==> src/rtl/spi_responder_pkg.sv <==
// rtl/spi_responder_pkg.sv - shared state encodings and constants for the SPI register responder
package spi_responder_pkg;
  typedef logic [2:0] state_t;

  localparam state_t ST_WAIT_CS = 3'd0;
  localparam state_t ST_IDLE    = 3'd1;
  localparam state_t ST_ADDR    = 3'd2;
  localparam state_t ST_DATA    = 3'd3;
  localparam state_t ST_DRAIN   = 3'd4;

  localparam int RW_BIT      = 7;
  localparam int DATA_BYTES  = 2;
  localparam int SYNC_STAGES = 2;
endpackage

==> src/rtl/spi_register_responder_if.sv <==
// rtl/spi_register_responder_if.sv - SPI pins, host register port and frame status bundle
interface spi_register_responder_if #(parameter int REG_COUNT = 8);
  localparam int ADDR_W = $clog2(REG_COUNT);

  logic              i_SPI_Clk;
  logic              i_SPI_MOSI;
  logic              i_SPI_CS_n;
  logic              o_SPI_MISO;
  logic              host_wr_en;
  logic [ADDR_W-1:0] host_addr;
  logic [15:0]       host_wr_data;
  logic [15:0]       host_rd_data;
  logic              frame_done;
  logic [6:0]        frame_addr;
  logic              frame_is_write;
  logic [3:0]        frame_bytes;
  logic              addr_err;

  modport slave (
    input  i_SPI_Clk, i_SPI_MOSI, i_SPI_CS_n, host_wr_en, host_addr, host_wr_data,
    output o_SPI_MISO, host_rd_data, frame_done, frame_addr, frame_is_write, frame_bytes, addr_err
  );

  modport master (
    output i_SPI_Clk, i_SPI_MOSI, i_SPI_CS_n, host_wr_en, host_addr, host_wr_data,
    input  o_SPI_MISO, host_rd_data, frame_done, frame_addr, frame_is_write, frame_bytes, addr_err
  );
endinterface

==> src/rtl/spi_pin_sync.sv <==
// rtl/spi_pin_sync.sv - synchronises SCLK/MOSI/CS_n into clk and derives edge pulses
module spi_pin_sync
  import spi_responder_pkg::*;
(
  input  logic clk,
  input  logic rst,
  input  logic sclk,
  input  logic mosi,
  input  logic cs_n,
  output logic sclk_rise,
  output logic sclk_fall,
  output logic cs_fall,
  output logic cs_rise,
  output logic cs_s,
  output logic mosi_s
);
  logic [SYNC_STAGES-1:0] sclk_sr, mosi_sr, cs_sr;
  logic sclk_d, cs_d;
  logic sclk_s;

  // CS resets as "selected" so a reset released mid-frame waits for a real deselect.
  always_ff @(posedge clk or posedge rst) begin
    if (rst) begin
      sclk_sr <= '0;
      mosi_sr <= '0;
      cs_sr   <= '0;
      sclk_d  <= 1'b0;
      cs_d    <= 1'b0;
    end else begin
      sclk_sr <= {sclk_sr[SYNC_STAGES-2:0], sclk};
      mosi_sr <= {mosi_sr[SYNC_STAGES-2:0], mosi};
      cs_sr   <= {cs_sr[SYNC_STAGES-2:0], cs_n};
      sclk_d  <= sclk_sr[SYNC_STAGES-1];
      cs_d    <= cs_sr[SYNC_STAGES-1];
    end
  end

  assign sclk_s    = sclk_sr[SYNC_STAGES-1];
  assign cs_s      = cs_sr[SYNC_STAGES-1];
  assign mosi_s    = mosi_sr[SYNC_STAGES-1];
  assign sclk_rise = sclk_s & ~sclk_d;
  assign sclk_fall = ~sclk_s & sclk_d;
  assign cs_rise   = cs_s & ~cs_d;
  assign cs_fall   = ~cs_s & cs_d;
endmodule

==> src/rtl/spi_register_responder.sv <==
// rtl/spi_register_responder.sv - SPI mode-0 target exposing a 16-bit register map
// Optional burst auto-increment: SPI_RESPONDER_AUTO_INC_EN
module spi_register_responder
  import spi_responder_pkg::*;
#(
  parameter int         REG_COUNT = 8,
  parameter logic [7:0] IDLE_BYTE = 8'h00
) (
  input logic clk,
  input logic rst,
  spi_register_responder_if.slave bus
);
  localparam int ADDR_W = $clog2(REG_COUNT);
  localparam logic [7:0] REG_COUNT_B = 8'(REG_COUNT);

  logic sclk_rise, sclk_fall, cs_fall, cs_rise, cs_s, mosi_s;

  spi_pin_sync u_sync (
    .clk(clk), .rst(rst),
    .sclk(bus.i_SPI_Clk), .mosi(bus.i_SPI_MOSI), .cs_n(bus.i_SPI_CS_n),
    .sclk_rise(sclk_rise), .sclk_fall(sclk_fall),
    .cs_fall(cs_fall), .cs_rise(cs_rise), .cs_s(cs_s), .mosi_s(mosi_s)
  );

  state_t            state;
  logic [2:0]        bit_cnt;
  logic [7:0]        rx_shreg, tx_shreg, byte0;
  logic [3:0]        frame_bytes_q;
  logic              cur_rw, addr_ok, data_idx;
  logic [6:0]        cur_addr;
  logic [ADDR_W-1:0] idx;
  logic [15:0]       regs [REG_COUNT];
  logic              frame_done_q, frame_is_write_q, addr_err_q;
  logic [6:0]        frame_addr_q;

  logic       byte_done;
  logic [7:0] rx_next, next_byte;
  logic [15:0] rd_word;

  assign byte_done = sclk_rise && (bit_cnt == 3'd7);
  assign rx_next   = {rx_shreg[6:0], mosi_s};
  assign rd_word   = addr_ok ? regs[idx] : 16'h0000;

  // Read words are sampled per load point, so a host write between bytes may tear.
  always_comb begin
    next_byte = IDLE_BYTE;
    if (state == ST_DATA && cur_rw)
      next_byte = data_idx ? rd_word[7:0] : rd_word[15:8];
  end

  always_ff @(posedge clk or posedge rst) begin
    if (rst) begin
      state            <= ST_WAIT_CS;
      bit_cnt          <= '0;
      rx_shreg         <= '0;
      tx_shreg         <= '0;
      byte0            <= '0;
      frame_bytes_q    <= '0;
      cur_rw           <= 1'b0;
      addr_ok          <= 1'b0;
      data_idx         <= 1'b0;
      cur_addr         <= '0;
      idx              <= '0;
      frame_done_q     <= 1'b0;
      frame_is_write_q <= 1'b0;
      frame_addr_q     <= '0;
      addr_err_q       <= 1'b0;
      for (int i = 0; i < REG_COUNT; i++) regs[i] <= '0;
    end else begin
      frame_done_q <= 1'b0;
      addr_err_q   <= 1'b0;
      if (bus.host_wr_en) regs[bus.host_addr] <= bus.host_wr_data;

      case (state)
        ST_WAIT_CS: if (cs_s) state <= ST_IDLE;
        ST_IDLE: begin
          if (cs_fall) begin
            state         <= ST_ADDR;
            bit_cnt       <= '0;
            frame_bytes_q <= '0;
            tx_shreg      <= IDLE_BYTE;
          end
        end
        default: begin
          if (cs_rise) begin
            state <= ST_IDLE;
            if (state != ST_ADDR) begin
              frame_done_q     <= 1'b1;
              frame_addr_q     <= cur_addr;
              frame_is_write_q <= ~cur_rw;
            end
          end else begin
            if (sclk_rise) begin
              bit_cnt  <= bit_cnt + 3'd1;
              rx_shreg <= rx_next;
            end
            if (byte_done && frame_bytes_q != 4'hF) frame_bytes_q <= frame_bytes_q + 4'd1;
            if (sclk_fall) tx_shreg <= (bit_cnt == 3'd0) ? next_byte : {tx_shreg[6:0], 1'b0};
            if (byte_done) begin
              case (state)
                ST_ADDR: begin
                  cur_rw     <= rx_next[RW_BIT];
                  cur_addr   <= rx_next[6:0];
                  idx        <= rx_next[ADDR_W-1:0];
                  addr_ok    <= {1'b0, rx_next[6:0]} < REG_COUNT_B;
                  addr_err_q <= !({1'b0, rx_next[6:0]} < REG_COUNT_B);
                  data_idx   <= 1'b0;
                  state      <= ST_DATA;
                end
                ST_DATA: begin
                  if (data_idx != 1'(DATA_BYTES - 1)) begin
                    byte0    <= rx_next;
                    data_idx <= 1'b1;
                  end else begin
                    // Placed after the host write so the SPI commit wins a collision.
                    if (!cur_rw && addr_ok) regs[idx] <= {byte0, rx_next};
                    data_idx <= 1'b0;
`ifdef SPI_RESPONDER_AUTO_INC_EN
                    idx <= idx + 1'b1;
`else
                    state <= ST_DRAIN;
`endif
                  end
                end
                default: ;
              endcase
            end
          end
        end
      endcase
    end
  end

  assign bus.o_SPI_MISO     = ~cs_s & tx_shreg[7];
  assign bus.host_rd_data   = regs[bus.host_addr];
  assign bus.frame_done     = frame_done_q;
  assign bus.frame_addr     = frame_addr_q;
  assign bus.frame_is_write = frame_is_write_q;
  assign bus.frame_bytes    = frame_bytes_q;
  assign bus.addr_err       = addr_err_q;
endmodule

==> src/flat_wrapper.sv <==
// flat-port wrapper written by rule: the top's interface ports become plain ports
module spi_register_responder_flat import spi_responder_pkg::*;
#(
  parameter int         REG_COUNT = 8,
  parameter logic [7:0] IDLE_BYTE = 8'h00
)
  (clk, rst, bus_i_SPI_Clk, bus_i_SPI_MOSI, bus_i_SPI_CS_n, bus_host_wr_en, bus_host_addr, bus_host_wr_data, bus_o_SPI_MISO, bus_host_rd_data, bus_frame_done, bus_frame_addr, bus_frame_is_write, bus_frame_bytes, bus_addr_err);
  spi_register_responder_if #(.REG_COUNT(REG_COUNT)) bus_i ();
  input logic clk;
  input logic rst;
  input wire logic [$bits(bus_i.i_SPI_Clk)-1:0] bus_i_SPI_Clk;
  input wire logic [$bits(bus_i.i_SPI_MOSI)-1:0] bus_i_SPI_MOSI;
  input wire logic [$bits(bus_i.i_SPI_CS_n)-1:0] bus_i_SPI_CS_n;
  input wire logic [$bits(bus_i.host_wr_en)-1:0] bus_host_wr_en;
  input wire logic [$bits(bus_i.host_addr)-1:0] bus_host_addr;
  input wire logic [$bits(bus_i.host_wr_data)-1:0] bus_host_wr_data;
  output wire logic [$bits(bus_i.o_SPI_MISO)-1:0] bus_o_SPI_MISO;
  output wire logic [$bits(bus_i.host_rd_data)-1:0] bus_host_rd_data;
  output wire logic [$bits(bus_i.frame_done)-1:0] bus_frame_done;
  output wire logic [$bits(bus_i.frame_addr)-1:0] bus_frame_addr;
  output wire logic [$bits(bus_i.frame_is_write)-1:0] bus_frame_is_write;
  output wire logic [$bits(bus_i.frame_bytes)-1:0] bus_frame_bytes;
  output wire logic [$bits(bus_i.addr_err)-1:0] bus_addr_err;
  assign bus_i.i_SPI_Clk = bus_i_SPI_Clk;
  assign bus_i.i_SPI_MOSI = bus_i_SPI_MOSI;
  assign bus_i.i_SPI_CS_n = bus_i_SPI_CS_n;
  assign bus_i.host_wr_en = bus_host_wr_en;
  assign bus_i.host_addr = bus_host_addr;
  assign bus_i.host_wr_data = bus_host_wr_data;
  assign bus_o_SPI_MISO = bus_i.o_SPI_MISO;
  assign bus_host_rd_data = bus_i.host_rd_data;
  assign bus_frame_done = bus_i.frame_done;
  assign bus_frame_addr = bus_i.frame_addr;
  assign bus_frame_is_write = bus_i.frame_is_write;
  assign bus_frame_bytes = bus_i.frame_bytes;
  assign bus_addr_err = bus_i.addr_err;
  spi_register_responder #(.REG_COUNT(REG_COUNT), .IDLE_BYTE(IDLE_BYTE)) u_core (.clk(clk), .rst(rst), .bus(bus_i));
endmodule
==> config.mk <==
export PLATFORM = sky130hd
export DESIGN_NAME = spi_register_responder_flat
export DESIGN_NICKNAME = d
export VERILOG_FILES = /design/src/rtl/spi_responder_pkg.sv /design/src/rtl/spi_register_responder_if.sv /design/src/rtl/spi_pin_sync.sv /design/src/rtl/spi_register_responder.sv /design/src/flat_wrapper.sv
export SDC_FILE = /design/constraint.sdc
export NUM_CORES = 1
export LEC_CHECK = 0
export ABC_AREA = 1
export CELL_PAD_IN_SITES_DETAIL_PLACEMENT = 1
export CELL_PAD_IN_SITES_GLOBAL_PLACEMENT = 2
export CORE_AREA = 2 2 267 137
export CTS_BUF_LIST = sky130_fd_sc_hd__clkbuf_2
export DETAILED_ROUTE_END_ITERATION = 12
export DIE_AREA = 0 0 269 139
export HOLD_SLACK_MARGIN = 0.02
export PLACE_DENSITY_LB_ADDON = 0.1
export RECOVER_POWER = 25
export SYNTH_ARGS = -nofsm -noshare
export SYNTH_HDL_FRONTEND = slang
export SYNTH_SLANG_ARGS = --single-unit
==> constraint.sdc <==
create_clock -name clk -period 5.8 [get_ports clk]
set_input_delay 0.58 -clock clk [delete_from_list [all_inputs] [get_ports clk]]
set_output_delay 0.58 -clock clk [all_outputs]
set_load 0.005 [all_outputs]
After elaboration in Yosys (flattened, before gate mapping)
Cells that the tools add are included.
{ "word_totals": {"output_inout_bits": 31, "ff_bits": 192, "wordCells": 138, "in_bits": 25} }
{ "classes": {"addsub": 2, "n_lt_le_gt_ge": 5, "reduce_logical": 26, "eq_ne": 10, "bitwise": 16, "n_mux": 51} }
{ "op_table": {"columns": ["op", "n"], "rows": [
  ["2-to-1 mux 128 bit", 7],
  ["bitwise mux 128 bit", 2],
  ["2-to-1 mux 16 bit", 7],
  ["binary-select mux 16 bit (select 3 bit)", 2],
  ["demux 16 bit (select 3 bit)", 2],
  ["2-to-1 mux 8 bit", 6],
  ["2-to-1 mux 3 bit", 8],
  ["AND reduction 4 bit", 5],
  ["case mux 3 bit (2 select lines)", 3],
  ["case mux 8 bit (2 select lines)", 1],
  ["2-to-1 mux 4 bit", 3],
  ["AND reduction 5 bit", 2],
  ["NOT 1 bit", 9],
  [">= comparator 4 bit (second input constant)", 2],
  ["< comparator 4 x 1 -> 1 bit (second input constant)", 2],
  ["2-to-1 mux 1 bit", 8],
  ["NOT 3 -> 4 bit", 2],
  ["case mux 4 bit (2 select lines)", 1],
  ["nonzero test 2 bit", 4],
  ["< comparator 7 x 4 -> 1 bit (second input constant)", 1],
  ["== test 3 x 2 -> 1 bit (second input constant)", 2],
  ["logical AND 1 bit", 6],
  ["zero test 3 bit", 2],
  ["AND reduction 3 bit", 2],
  ["15 further kinds", 21]
]} }

Longest topological paths before layout
{ "logic_depth": {"word_depth": 14, "ltp_mapped": 12, "depth_no_buf": 11} }

Cells and area by module
From an unflattened synthesis, not the netlist that was laid out.
{ "unflattened": {"cells_unflattened": 1570, "area_unflattened_um2": 10826.6} }
{ "by_module_without_submodules": {"columns": ["module", "instances", "cells_each", "area_each_um2"], "rows": [
  ["spi_register_responder", 1, 1553, 10592.7],
  ["spi_pin_sync", 1, 17, 234.0]
]} }

Worst setup path after synthesis
No wires, ideal clock.
{ "synth_timing": {"path_kind": "input to output", "from": "in bus_host_addr[0]", "to": "out bus_host_rd_data[10]", "arrival_ps": 1539, "path_slack_ps": 3681, "cell_stages": 6, "path_cell_list": "buf_2 > clkbuf_1 > clkbuf_1 > nand2_1 > o211ai_1 > o2111ai_1"} }
{ "synth_via": {"elab_chain_cells": 4} }
{ "synth_rtl": {"columns": ["element", "line", "text"], "rows": [
  ["start, declared", "flat_wrapper.sv:15", "input wire logic [$bits(bus_i.host_addr)-1:0] bus_host_addr;"],
  ["NOT 3 -> 4 bit (implied by the code)", "spi_register_responder.sv:135", "assign bus.host_rd_data = regs[bus.host_addr];"],
  ["binary-select mux 16 bit (select 3 bit)", "spi_register_responder.sv:135", null],
  ["2-to-1 mux 16 bit (implied by the code) (2 in a row)", "spi_register_responder.sv:135", null],
  ["end, declared", "flat_wrapper.sv:18", "output wire logic [$bits(bus_i.host_rd_data)-1:0] bus_host_rd_data;"]
]} }
No other way between the ends. The select of a mux whose other input is x is not followed.

Final worst setup path
{ "layout_timing": {"from": "in bus_host_addr[2]", "to": "out bus_host_rd_data[7]"} }
The elaborated chain is that of the path after synthesis.

==> implementation parameters <==
Parameter                              Value

Power
  Power after layout ... between 3 and 4 mW
  Switching part of the total power ... 0.429
  Cell internal power dissipation ... 2.11 mW
  Share of total power in combinational logic ... 0.290
  PD cells ... approximately 300 nW/um2
  Worst IR drop on VDD ... about 0.13 mV
  Relative contribution of the clock network to total power ... 0.221
  Net Sw Power ... 1.59 mW
  Sequential share of power ... 0.490
  Leakage power ... roughly 6.5 nW

Final layout
  Most frequent cells in the layout ... nand2_1 (497), inv_1 (250), o21ai_0 (249), dfrtp_1 (188), nor2_1 (103)
  Post-layout instance count excluding filler cells ... between 2000 and 2500
  Finished layout cell area ... about 13000 um2
  Net total in the final layout ... 1667
  Fraction of layout cells with a size suffix above 1 ... 0.0472
  Area growth from synthesis to final layout ... 12.3%
  Post-layout util ... 0.355
  Most common cell after layout, fill and taps aside ... nand2_1

Setup path
  Slowest stage cell on the critical path ... nor2_2
  Data required time at the worst endpoint ... ~5.2 ns
  Crit path capture type ... primary output
  Maximum fanout count along the critical path ... 19
  Slowest stage delay, CP ... around 0.95 ns
  Kind of cell with the highest combined delay on the critical path ... buffers and inverters
  Critical Setup Path Class ... input pin to primary output
  Crit path launch type ... input pin
  Arrival @ worst endpoint ... 3.33 ns
  Worst path most repeated cell ... clkdlybuf4s50_1
  Reg-to-reg slack, setup ... around 2.1 ns
  R2R Path End ... u_core.regs[70]$_DFF_PP0_
  Crit-path cells ... clkdlybuf4s50_1 > inv_1 > nor2_2 > o21a_1 > o21ai_0 > o2111ai_1 > clkdlybuf4s50_1
  Reg-to-reg critical path startpoint ... u_core.idx[1]$_DFFE_PP0P_
  Crit path buffers/inverters ... 3
  Register-to-Register Path Depth ... 9

Detailed routing
  Number of optimization iterations in the first detailed-route pass ... 5
  Per-cell routed wire length ... 23.7 um
  Via count ... about 11000
  Final wirelength ... 50.7 mm
  DR iter-0 viols ... between 1000 and 1500
  Number of nets with antenna violations after routing ... 0
  Via-per-instance ratio ... 5.28
  Remaining DRCs ... 0

Synth
  Number of standard cells after synthesis ... 1622
  Number of nets in the synthesized netlist ... around 1700
  Count of warnings emitted by yosys ... 0
  Sequential cell area fraction in the yosys report ... 0.424
  Total standard cell area after synthesis ... ~11000 um2
  Flops & latches, synth ... between 150 and 200
  Distinct cells, synth ... 28
  Synthesized area divided by synthesized cell count ... slightly below 7 um2

Global route
  Largest net degree at the start of global routing ... roughly 120
  Total track usage ... 0.279
  First-pass GRT wire length ... 75.4 mm
  Number of global-route vias before repair ... 11100
  Antenna violations before repair ... 2
  GRT overflow ... 0

CTS
  TritonCTS clock tree ... done
  Post-CTS setup-driven buffer insertion count ... 0
  Clk slew on worst S/H paths ... between 0.3 and 0.4 ns
  Clock sink count ... ~190
  Later-pin clock latency in the skew report ... roughly 0.93 ns
  Deepest clock path buffer count ... 2
  Clock buffers created by TritonCTS ... 17
  Resize count post-CTS ... 0
  Clock tree root buffer cell ... clkbuf_2
  Level count of the clock H-tree ... 4

Placed design
  Routability cong. ... 0.850
  Cell Area, Placed ... 12200 um2
  Count of placed standard cells including taps ... ~2100
  DPL Wire Length ... between 30 and 40 mm
  Port-buffer cells ... 55

Run status
  Status ... complete, no violations

Worst hold path
  Hold Path Class ... input pin to asynchronous set/reset pin

Floorplanning
  Initial Util ... 0.316
  Width of the chip ... roughly 270 um
  Floorplan row count ... 49
  Die Ht ... 139 um
  Area of the die ... between 30000 and 40000 um2
  Boundary pin count ... 56
  Core area ... 35300 um2

STA
  Part of the cycle the worst path needs ... 0.675
  Number of endpoints failing setup at the final stage ... 0
  Worst relative slew slack ... 0.100
  Setup skew after layout ... 0.0850 ns
  Unrepaired setup endpoints after global routing ... false
  Final sum of negative setup slack ... 0 ns
  Hold Vio Cnt, Final ... 0
  Max-slew violation count ... 0
  Tightest Pin Transition ... ~1.3 ns
  Final critical delay including setup and external delays ... 3.91 ns
  Maximum frequency from static timing analysis ... ~260 MHz

Run
  Count of maximum capacitance violations ... 0
per-layer routing:
layer,track usage,up-vias,share of wire
li1,-,5228,-
met1,0.456,5660,0.53
met2,0.367,348,0.38
met3,0.0527,43,0.071
met4,0.0637,2,0.016
met5,0,-,0.00026
per-stage QoR:
step | hold WS, ns | setup slack, ns
floorplan | 0.331 | 0.0779
global placement | 0.336 | 2.00
detailed placement | 0.337 | 2.02
CTS | 0.0395 | 1.97
global route | 0.148 | 1.82
finish | 0.224 | 1.89
power groups by stage:
stage	Combinational (mW)	Clock, mW	Sequential (mW)
2_1_floorplan	0.694	0	1.70
3_3_place_gp	1.03	0	1.82
3_5_place_dp	1.07	0	1.82
4_1_cts	1.07	0.842	1.80
5_1_grt	1.23	0.903	1.84
6_report	1.07	0.817	1.81
kinds of logic after synthesis:
group                      share of synthesized area
AOI/OAI and AO/OA                              0.205
xor gates and xnor gates                    0.000786
adders and majority gates                    0.00449
buffers and inverters                          0.117
DFF                                            0.424
and+or+nand+nor                                0.248
how the worst max path moves through the flow:
stage | depth (start not counted) | from | end
6_report | 7 | bus_host_addr[2] | bus_host_rd_data[7]
5_1_grt | 7 | bus_host_addr[2] | bus_host_rd_data[7]
4_1_cts | 7 | bus_host_addr[2] | bus_host_rd_data[7]
3_5_place_dp | 6 | bus_host_addr[1] | bus_host_rd_data[0]
3_3_place_gp | 6 | bus_host_addr[2] | bus_host_rd_data[14]
2_1_floorplan | 1 | rst | u_core.addr_ok$_DFFE_PP0P_
layout make-up:
type | instances | area, um2
repair buffers | 87 | 793
inverters | 252 | 953
multi-input cells | 1091 | 5120
clock inverters | 15 | 220
clock buffers | 17 | 85.1
fillers | 4443 | 22700
diodes | 3 | 7.51
flip-flops and latches | 189 | 4730
well taps | 484 | 606
sequential cells by signal, summed over array words and instances, names as in the netlist, 3 cells and up:
name,flops
u_core.cur_addr,5
u_core.tx_shreg,8
u_core.rx_shreg,7
u_core.state,3
u_core.bus.frame_addr,7
u_core.bit_cnt,3
u_core.bus.frame_bytes,4
u_core.regs,128
u_core.byte0,8
synthesized netlist by cell type:
cell	n	area [um2]
inv_1	251	942
o21a_1	8	60.1
o21ai_0	249	1250
o21ai_1	8	40.0
ha_1	4	50.1
xor2_1	1	8.76
a211oi_1	1	7.51
o211ai_1	87	653
nand3_1	54	270
o22ai_1	1	6.26
buf_2	17	85.1
o2111ai_1	15	131
clkinv_1	1	3.75
clkbuf_1	63	236
buf_1	9	33.8
nand4_1	18	113
buf_4	1	7.51
a221oi_1	1	8.76
dfrtp_1	189	4730
nor2_1	105	394
a31oi_1	2	12.5
a41oi_1	2	17.5
nor3_1	5	25.0
nor2_2	7	43.8
nand2_1	499	1870
nor3_4	2	32.5
nand3b_1	1	7.51
a21oi_1	21	105
timing repair:
action                                 4_1_cts  5_1_grt
endpoints found under the hold margin        2        0
hold buffers                                 2        0
setup endpoints to repair                    0        0
(Power assumes the default switching activity.)
